[src/rtl/pipe_stage_elastic.sv]
// Two-entry elastic pipeline stage (main + skid register) carrying write-back payload.
// Head entry is always held in the main register, so every output except in_ready comes straight from a flop.
module pipe_stage_elastic #(
   parameter int CTRL_W = 2,
   parameter int DATA_W = 32,
   parameter int RD_W   = 5
) (
   input  logic              reloj,
   input  logic              reset_n,
   input  logic              flush,
   input  logic              in_valid,
   output logic              in_ready,
   input  logic [CTRL_W-1:0] in_ctrl,
   input  logic [DATA_W-1:0] in_do,
   input  logic [DATA_W-1:0] in_dir,
   input  logic [RD_W-1:0]   in_rd,
   output logic              out_valid,
   input  logic              out_ready,
   output logic [CTRL_W-1:0] out_ctrl,
   output logic [DATA_W-1:0] out_do,
   output logic [DATA_W-1:0] out_dir,
   output logic [RD_W-1:0]   out_rd,
   output logic [1:0]        occupancy
);

   typedef enum logic [1:0] {
      EMPTY = 2'd0,
      ONE   = 2'd1,
      FULL  = 2'd2
   } state_t;

   state_t            state_r;
   logic              out_valid_r;
   logic [CTRL_W-1:0] main_ctrl_r;
   logic [DATA_W-1:0] main_do_r;
   logic [DATA_W-1:0] main_dir_r;
   logic [RD_W-1:0]   main_rd_r;
   logic [CTRL_W-1:0] skid_ctrl_r;
   logic [DATA_W-1:0] skid_do_r;
   logic [DATA_W-1:0] skid_dir_r;
   logic [RD_W-1:0]   skid_rd_r;
   logic              in_ready_s;
   logic              push_s;
   logic              pop_s;

   // Handshake decode; ready depends only on state, flush and reset, never on out_ready.
   always_comb begin
      in_ready_s = reset_n & ~flush & (state_r != FULL);
      push_s     = in_valid & in_ready_s;
      pop_s      = out_valid_r & out_ready;
   end

   // Occupancy FSM and payload registers; a bubble clears the control field so no write-back leaks out.
   always_ff @(posedge reloj or negedge reset_n) begin
      if (!reset_n) begin
         state_r     <= EMPTY;
         out_valid_r <= 1'b0;
         main_ctrl_r <= {CTRL_W{1'b0}};
         main_do_r   <= {DATA_W{1'b0}};
         main_dir_r  <= {DATA_W{1'b0}};
         main_rd_r   <= {RD_W{1'b0}};
         skid_ctrl_r <= {CTRL_W{1'b0}};
         skid_do_r   <= {DATA_W{1'b0}};
         skid_dir_r  <= {DATA_W{1'b0}};
         skid_rd_r   <= {RD_W{1'b0}};
      end else if (flush) begin
         state_r     <= EMPTY;
         out_valid_r <= 1'b0;
         main_ctrl_r <= {CTRL_W{1'b0}};
         skid_ctrl_r <= {CTRL_W{1'b0}};
      end else begin
         case (state_r)
            EMPTY: begin
               if (push_s) begin
                  main_ctrl_r <= in_ctrl;
                  main_do_r   <= in_do;
                  main_dir_r  <= in_dir;
                  main_rd_r   <= in_rd;
                  out_valid_r <= 1'b1;
                  state_r     <= ONE;
               end
            end
            ONE: begin
               if (push_s && pop_s) begin
                  main_ctrl_r <= in_ctrl;
                  main_do_r   <= in_do;
                  main_dir_r  <= in_dir;
                  main_rd_r   <= in_rd;
               end else if (push_s) begin
                  skid_ctrl_r <= in_ctrl;
                  skid_do_r   <= in_do;
                  skid_dir_r  <= in_dir;
                  skid_rd_r   <= in_rd;
                  state_r     <= FULL;
               end else if (pop_s) begin
                  main_ctrl_r <= {CTRL_W{1'b0}};
                  out_valid_r <= 1'b0;
                  state_r     <= EMPTY;
               end
            end
            FULL: begin
               if (pop_s) begin
                  main_ctrl_r <= skid_ctrl_r;
                  main_do_r   <= skid_do_r;
                  main_dir_r  <= skid_dir_r;
                  main_rd_r   <= skid_rd_r;
                  state_r     <= ONE;
               end
            end
            default: begin
               main_ctrl_r <= {CTRL_W{1'b0}};
               out_valid_r <= 1'b0;
               state_r     <= EMPTY;
            end
         endcase
      end
   end

   assign in_ready  = in_ready_s;
   assign out_valid = out_valid_r;
   assign out_ctrl  = main_ctrl_r;
   assign out_do    = main_do_r;
   assign out_dir   = main_dir_r;
   assign out_rd    = main_rd_r;
   assign occupancy = state_r;

endmodule

[config.mk]
export PLATFORM = sky130hd
export DESIGN_NAME = pipe_stage_elastic
export DESIGN_NICKNAME = d
export VERILOG_FILES = /design/src/rtl/pipe_stage_elastic.sv
export SDC_FILE = /design/constraint.sdc
export NUM_CORES = 1
export LEC_CHECK = 0
export CORE_MARGIN = 4
export CORE_UTILIZATION = 40
export CTS_BUF_LIST = sky130_fd_sc_hd__clkbuf_8 sky130_fd_sc_hd__clkbuf_16
export DETAILED_ROUTE_END_ITERATION = 12
export PLACE_DENSITY = 0.66
export SYNTH_ARGS = -nofsm -noshare
export SYNTH_HDL_FRONTEND = slang
export SYNTH_SLANG_ARGS = --single-unit
[constraint.sdc]
create_clock -name reloj -period 2.35 [get_ports reloj]
set_input_delay 0.5875 -clock reloj [delete_from_list [all_inputs] [get_ports reloj]]
set_output_delay 0.5875 -clock reloj [all_outputs]
set_load 0.005 [all_outputs]
==> results.md, run 1 <==
- sky130_fd_sc_hd__dfrtp_1 takes more of the synthesized area than any other cell.
- The analysis attributes to cell leakage a power of 3.76 nW.
- The number of vias after detailed routing is about 4000.
- CTS built an H-tree with a depth of 4.
- The largest vdd supply drop is approximately 540 uV.
- Static timing analysis puts the maximum clock frequency at 468 MHz.
- Summing the areas of all compound-gate instances in the mapped netlist gives roughly 1.7% of the synthesized area.
- The largest driver fanout on the critical path is 2.
- The total congestion overflow after global routing is 0.
- The horizontal die dimension is 135 um.
- The first detailed-routing pass ran for 4 iterations.
- The root buffer selected by CTS is sky130_fd_sc_hd__clkbuf_16.
- Global routing used 15.9% of the available tracks across all layers.
- The area share of the largest cell type after synthesis is 56.3%.
- Dividing the detail-routed via count by the number of cells gives 4.89.
- The post-CTS setup buffer count is 0.
- The combinational family with the most area after synthesis is multiplexers.
- After Yosys synthesis, XOR and XNOR cells account for 0.136% of the synthesized area.
- Yosys attributes the largest share of cell area to sky130_fd_sc_hd__dfrtp_1 56%, sky130_fd_sc_hd__mux2_2 35%, sky130_fd_sc_hd__mux2_1 1.7%.
- The signal on the critical path passes through clkdlybuf4s50_1 -> nor3b_1 -> dlygate4sd2_1.
- Counting both buffers and inverters, the worst setup path holds a total of 2.
- The kind of cell with the highest combined delay on the critical path is buffers and inverters.
- The transition at the pin with the smallest max-transition slack is 804 ps.
- Setup violations remaining at the end of the flow were counted as 0.
- The count of cell instances traversed by the critical path is 3.
- The number of placement rows is 46.
- After routing the design area is 8780 sq um.
- The final HPWL from detailed placement is 9540 um.
- The number of synthesized register bits is approximately 150.
- The number of buffers created by CTS is 17.
- The clock passes through at most 2 buffers.
- Headroom to the max-slew limit came out at 46.4%.
- The startpoint identified for the worst register-to-register timing path is occupancy[1].
- The total cell area at the placement stage is roughly 8200 sq um.
- The clock period minus final worst setup slack is 2140 ps.
- The element type at the critical path start is an input pin.
- The slowest stage cell on the critical path is sky130_fd_sc_hd__clkdlybuf4s50_1.
- The cell with the most instances after synthesis is sky130_fd_sc_hd__mux2_2.
- For the worst setup path, the data arrival time is ~1600 ps.
- The clock-pin slew reported for the worst setup and hold paths after clock tree synthesis is 50 ps.
- The design draws 7.70 mW.
- After layout, the worst setup slack is 212 ps.
- Buffers placed on the I/O ports in this run total 150.
- The initial core utilization is 40.7%.
- Of the total synthesized cell area, the portion taken by full adders, half adders and majority gates is 0%.
- The number of top-level pins is 151.
- The register-to-register setup slack is approximately 380 ps.
- The endpoint identified for the worst register-to-register timing path is out_do[30].
- The kind of critical path is in2out.
- After synthesis, the netlist uses 31 different library cells.
- The routed wirelength normalized by instance count is around 17 um.
- The kind of path behind the tightest hold check is in2async.
- Setup repair after global routing left no endpoint under its margin.
- Synthesis produced 419 cells.
- The pin count of the biggest net entering global routing is 65.
- Cells fill 55.4% of the core in the end.
- The post-route netlist has 41.8% of its cells at a drive strength greater than 1.
- Before CTS, the worst setup slack after placement is -152 ps.
- Leaving out filler cells and counting taps, the final layout contains 810.
- The area of the die is 18200 sq um.
- The area inside the core boundary is between 15000 and 20000 sq um.
- After detailed routing, the number of remaining DRC violations is 0.
- Of the available clock period, the critical path in the final layout requires 91.0%.
- The number of hold-slack violations in the final timing report is 0.
- The clock latency at the later pin of the worst-skew pair is between 400 and 500 ps.
- The worst hold slack is around 240 ps.
- The global-route wire length before repair is approximately 23000 um.
- The run finished with clean final reports.
- The endpoint class of the critical path is an output pin.
- Once detail routing completed, the nets flagged for antenna violations numbered 0.
- Clock skew on the completed layout was measured at 6.37 ps.
- The number of warnings printed during yosys synthesis is 0.
- The critical path data required time is 1760 ps.
- For this run, the leading register cell type out of synthesis is sky130_fd_sc_hd__dfrtp_1.
- Compared with the post-synthesis result, the final layout area differs by 36.2%.
- At the end of routability-driven placement, the weighted congestion stood at 0.726.
- Ranked by instance count, the synthesized netlist is headed by 199 x sky130_fd_sc_hd__mux2_2, 145 x sky130_fd_sc_hd__dfrtp_1, 10 x sky130_fd_sc_hd__mux2_1.
- The area of the mapped netlist is 6440 sq um.
- The die outline height is 135 um.
- Clock tree synthesis found a total of 145 sinks.
- The count of inserted antenna diode cells is 0.
- The synthesized area divided by synthesized cell count is 15.4 sq um.
- The sequential area share after synthesis is a little under three fifths.
- The max-capacitance violation count is 0.
- The count of placed standard cells including taps is 778.
- The number of antenna violations at the first check in global routing is 0.
- The largest single stage delay on the critical path is 420 ps.
- In the synthesized netlist the async set-or-reset flop fraction comes to 100%.
- For this run, the post-layout net count is 658.
- Summed over all layers, the routed wires come to 13600 um.
- In the synthesized netlist, mux cells make up 36.8% of the area.
- The power density relative to cell area is about 900 nW/um^2.
- The number of pins with negative max-slew slack in the final report is 0.
- The depth of the worst register-to-register path is 6.
- The total negative setup slack is 0 ps.
- The post-synth net total is 495.
- The via count of the first global-routing pass was 4449.
- The synthesized design contains 0 enable-type register cells.
- The number of violations reported at the end of detailed-routing iteration 0 is ~110.
- The synthesized netlist devotes 1.88% of its cell area to simple gates.
- TritonCTS built the clock tree.
[power breakdown]
group          switching [mW]  leakage (nW)  internal (mW)
combinational           0.508          1.67           1.23
sequential              0.338          1.79           3.18
clock                   0.938         0.291           1.50
[worst max-delay path by stage]
stage	startpoint	slack, ps	end
6_report	flush	210	in_ready
5_1_grt	flush	140	in_ready
4_1_cts	flush	190	in_ready
3_5_place_dp	out_ready	-150	out_do[30]
3_3_place_gp	out_ready	-90	out_do[3]
2_1_floorplan	occupancy[0]	470	out_dir[0]
[cell families after synthesis]
kind of cell,Yosys count
muxes,211
and+or+nand+nor,21
AOI/OAI and AO/OA,14
DFF,145
buffers and inverters,27
xor gates and xnor gates,1
[registers in the layout, summed over array words and instances (netlist names)]
| signal | count |
|---|---|
| out_dir | 32 |
| out_do | 32 |
| skid_dir_r | 32 |
| skid_do_r | 32 |
| out_rd | 5 |
| skid_rd_r | 5 |
| occupancy | 2 |
| out_ctrl | 2 |
| skid_ctrl_r | 2 |
| out_valid | 1 |
[cell usage in the layout, fill, tap and decap left out, types with 2 or more instances in the layout]
cell type,n
sky130_fd_sc_hd__dfrtp_1,144
sky130_fd_sc_hd__nor2_1,2
sky130_fd_sc_hd__buf_12,4
sky130_fd_sc_hd__clkbuf_16,17
sky130_fd_sc_hd__a21oi_1,4
sky130_fd_sc_hd__a22o_1,2
sky130_fd_sc_hd__mux2_1,10
sky130_fd_sc_hd__mux2i_1,2
sky130_fd_sc_hd__nand2_1,8
sky130_fd_sc_hd__o32ai_1,3
sky130_fd_sc_hd__nor2b_1,2
sky130_fd_sc_hd__inv_1,8
sky130_fd_sc_hd__buf_4,15
sky130_fd_sc_hd__mux2_2,199
sky130_fd_sc_hd__clkdlybuf4s50_1,148
sky130_fd_sc_hd__clkbuf_8,3
[layer usage]
| metal | GRT usage (%) | wire length, um | up-vias |
|---|---|---|---|
| met5 | 0 | 0 | - |
| met4 | 5.66 | 184 | 0 |
| met3 | 4.47 | 604 | 13 |
| met2 | 28.2 | 7230 | 85 |
| met1 | 18.3 | 5610 | 2025 |
| li1 | - | - | 1835 |
[final cells by class]
type	instances	area [sq um]
Timing Repair Buffer	170	1700
Tap cell	216	270
Inverter	1	3.75
Fill cell	1301	7050
Clock buffer	20	467
Clock inverter	11	77.6
Multi-Input combinational cell	247	2620
Sequential cell	145	3630
[timing repair]
| action | 4_1_cts | 5_1_grt |
|---|---|---|
| hold endpoints to repair | 6 | 0 |
| gates resized for setup | 2 | 0 |
| setup endpoints to repair | 1 | 0 |
| hold buffers | 1 | 0 |
Power figures use the tool's default switching activity.
==> inputs of run 2 (changes only) <==
Settings changed: CORE_ASPECT_RATIO set to 1.5.
==> run 2 against run 1 <==
Net effect: wire length is 4.2% higher; worst hold slack worse by 34 ps; setup slack worse by 58 ps; clock skew is 1.9 ps higher; maximum frequency is 2.6% lower; clock power is 11% higher; register-to-register slack worse by 130 ps; global-route usage is 0.14 points higher; sequential share of layout area is 0.055 points lower; clock-buffer cell count is 3 lower; total power is 3.5% higher; design area hardly changed; critical path type is now reg2out; critical endpoint is now occupancy[0].
==> results.md, run 2 (synthesis gave the netlist of run 1 again) <==
- The run finished with clean final reports.
- The number of clock buffers added by TritonCTS is 17.
- The number of antenna violations at the first check in global routing is 0.
- Setup repair after global routing left no endpoint under its margin.
- Once layout is done, the placed cells without fillers occupy 8780 sq um.
- The total negative setup slack is 0 ps.
- The share of the cycle needed by the critical path after routing is around 93%.
- The depth of the worst register-to-register path is 6.
- The floorplan step defined a core boundary enclosing 15700 sq um.
- The worst setup path is launched from a flop.
- The critical path data required time is 1760 ps.
- The floorplan has 56 rows.
- The number of clock sinks is 145.
- Dividing total power by cell area gives a power density of between 900 and 1000 nW/um^2.
- The initial core utilization is 41.1%.
- For this run, the total global-route usage over all layers was measured as 16.0%.
- The deepest level of the CTS H-tree is 4.
- The last element of the critical path is occupancy[0].
- Timing analysis after detailed placement gives a worst setup slack of -190 ps.
- Summed over all nets, the half-perimeter wirelength after detailed placement is about 10000 um.
- Global routing finished with a remaining overflow of 0.
- The congestion estimate from routability-driven global placement came to 0.723.
- The amount of wire on met3 after detailed routing is between 600 and 700 um.
- The clock passes through at most 2 buffers.
- The transition at the pin with the smallest max-transition slack is 850 ps.
- The kind of critical path is reg2out.
- Internal power comes to 6.07 mW.
- The total setup violations reported at the end of the flow is 0.
- Once layout is complete, the cells apart from fillers number 793.
- The detailed router used layers up to and including met4.
- Leaving out fill and tap cells, the most frequent cells in the layout are 199 x sky130_fd_sc_hd__mux2_2, 148 x sky130_fd_sc_hd__clkdlybuf4s50_1, 145 x sky130_fd_sc_hd__dfrtp_1, 17 x sky130_fd_sc_hd__clkbuf_16, 11 x sky130_fd_sc_hd__buf_4.
- The tightest min-delay check is of the in2async type.
- The CTS tree is yes.
- The number of hold-slack violations in the final timing report is 0.
- For this run, the top clock speed supported by timing is around 460 MHz.
- The via count of the first global-routing pass is 4394.
- The number of detailed-routing iterations run before antenna repair is 4.
- The critical path startpoint is occupancy[0].
- Of the total power, registers draw 44.3%.
- Summing all placed instances gives a cell area of 8200 sq um.
- The clock period minus final worst setup slack is 2200 ps.
- The repair_antennas step left the layout with diodes totalling 0.
- In this run, placement finished with an instance count of 762.
- The max-capacitance violation count is 0.
- In the routed design, unresolved DRC markers number 0.
- The number of violations reported at the end of detailed-routing iteration 0 is 95.
- The number of nets at the end of the flow is 654.
- In this run the tightest slew margin relative to its limit is 43.4%.
- The switching part of the total power is 23.9%.
- The detailed router placed about 4000 vias in this run.
- The leakage dissipation is 3.74 nW.
- The count of buffers added on input and output ports is 150.
- Cells fill between 50% and 60% of the core in the end.
- The final worst clock skew is around 8.3 ps.
- The data arrival time at the worst-slack endpoint is 1610 ps.
- The length of routed met2 wiring is about 8000 um.
- For this design the total switching power over the nets is 1.90 mW.
- The total area of multi-input combinational cells is 2620 sq um.
- The clock reaches the later pin of the worst-skew pair after around 410 ps.
- The number of pins with negative max-slew slack in the final report is 0.
- Setup slack closes at 155 ps.
- The first global-routing pass estimated 23000 um of wire.
- The largest vdd supply drop is roughly 560 uV.
- STA classifies the critical path endpoint as an output pin.
- The clock-pin slew reported for the worst setup and hold paths after clock tree synthesis is 60 ps.
- The area growth from synthesis to final layout is 36.3%.
- The die covers roughly 18000 sq um.
- The part of the total power dissipated in the clock network is around a third.
- Entering global routing, the biggest net connects 69 pins.
- The share of total power dissipated in combinational logic is 21.8%.
- The total wire length after detailed routing is 14200 um.
- The startpoint identified for the worst register-to-register timing path is occupancy[1].
- The root buffer cell chosen for the clock tree is sky130_fd_sc_hd__clkbuf_16.
- Cells with a size suffix above 1 make up ~42% of the layout.
- Power comes to roughly 8.0 mW.
- In the final routed layout, each cell accounts on average for between 15 and 20 um.
- The worst hold slack is between 200 and 250 ps.
- The most common library cell in the layout ignoring fill and taps is sky130_fd_sc_hd__mux2_2.
- The largest driver fanout on the critical path is 7.
- The total of hold buffers inserted after clock tree synthesis is 0.
- Once the clock tree was built, the setup fixing pass inserted 0 buffers.
- Using the TritonRoute via totals, the vias-per-cell ratio works out to 5.02.
- The capture instance of the worst register-to-register path is out_do[1].
- In the final routing, the length of wire on met1 measures between 5000 and 6000 um.
- ~150 I/O pins were placed.
- The number of fillers in the final layout is 1325.
- The register area is 3630 sq um.
- In this run the vertical extent of the chip is ~160 um.
- The detail route stage leaves a number of antenna-violating nets equal to 0.
- The horizontal die dimension is 112 um.
- Across all register-to-register paths, the minimum setup slack is 250 ps.
-- run 2: cell type report --
type	instances	area share [%]
flip-flops and latches	145	41.3
multi-input cells	247	29.9
repair buffers	166	19.2
clock buffers	17	4.84
well taps	203	2.89
clock inverters	14	1.88
inverters	1	0.0427
-- run 2: repair_timing --
item                                    4_1_cts  5_1_grt
gates resized for setup                       1        0
endpoints found under the setup margin        1        0
hold endpoints to repair                      0        0
-- run 2: power groups by stage --
stage	Clock [mW]	Combinational, mW	Sequential (mW)
2_1_floorplan	0	0.760	3.50
3_3_place_gp	0	1.72	3.54
3_5_place_dp	0	1.77	3.58
4_1_cts	2.78	1.78	3.53
5_1_grt	2.88	1.89	3.60
6_report	2.70	1.74	3.53
-- run 2: worst min-delay path by stage --
| stage | startpoint | end | slack (ps) | depth (start not counted) |
|---|---|---|---|---|
| final | reset_n | out_dir[2] | 210 | 2 |
| after global routing | reset_n | out_dir[2] | 210 | 2 |
| after CTS | reset_n | out_dir[4] | 200 | 2 |
| after detailed placement | out_dir[6] | out_dir[6] | 480 | 1 |
| after global placement | out_dir[6] | out_dir[6] | 470 | 1 |
| after floorplan | reset_n | occupancy[0] | 290 | 0 |
-- run 2: critical path, stage by stage (launching register included) --
cell and delay [ps]:
sky130_fd_sc_hd__dfrtp_1 440, sky130_fd_sc_hd__buf_4 190, sky130_fd_sc_hd__clkdlybuf4s50_1 570
-- run 2: per-layer routing --
layer | track usage (%) | vias to the layer above
met4 | 5.70 | 0
met3 | 4.78 | 16
met1 | 17.1 | 2050
met2 | 29.6 | 92
met5 | 0 | -
li1 | - | 1819
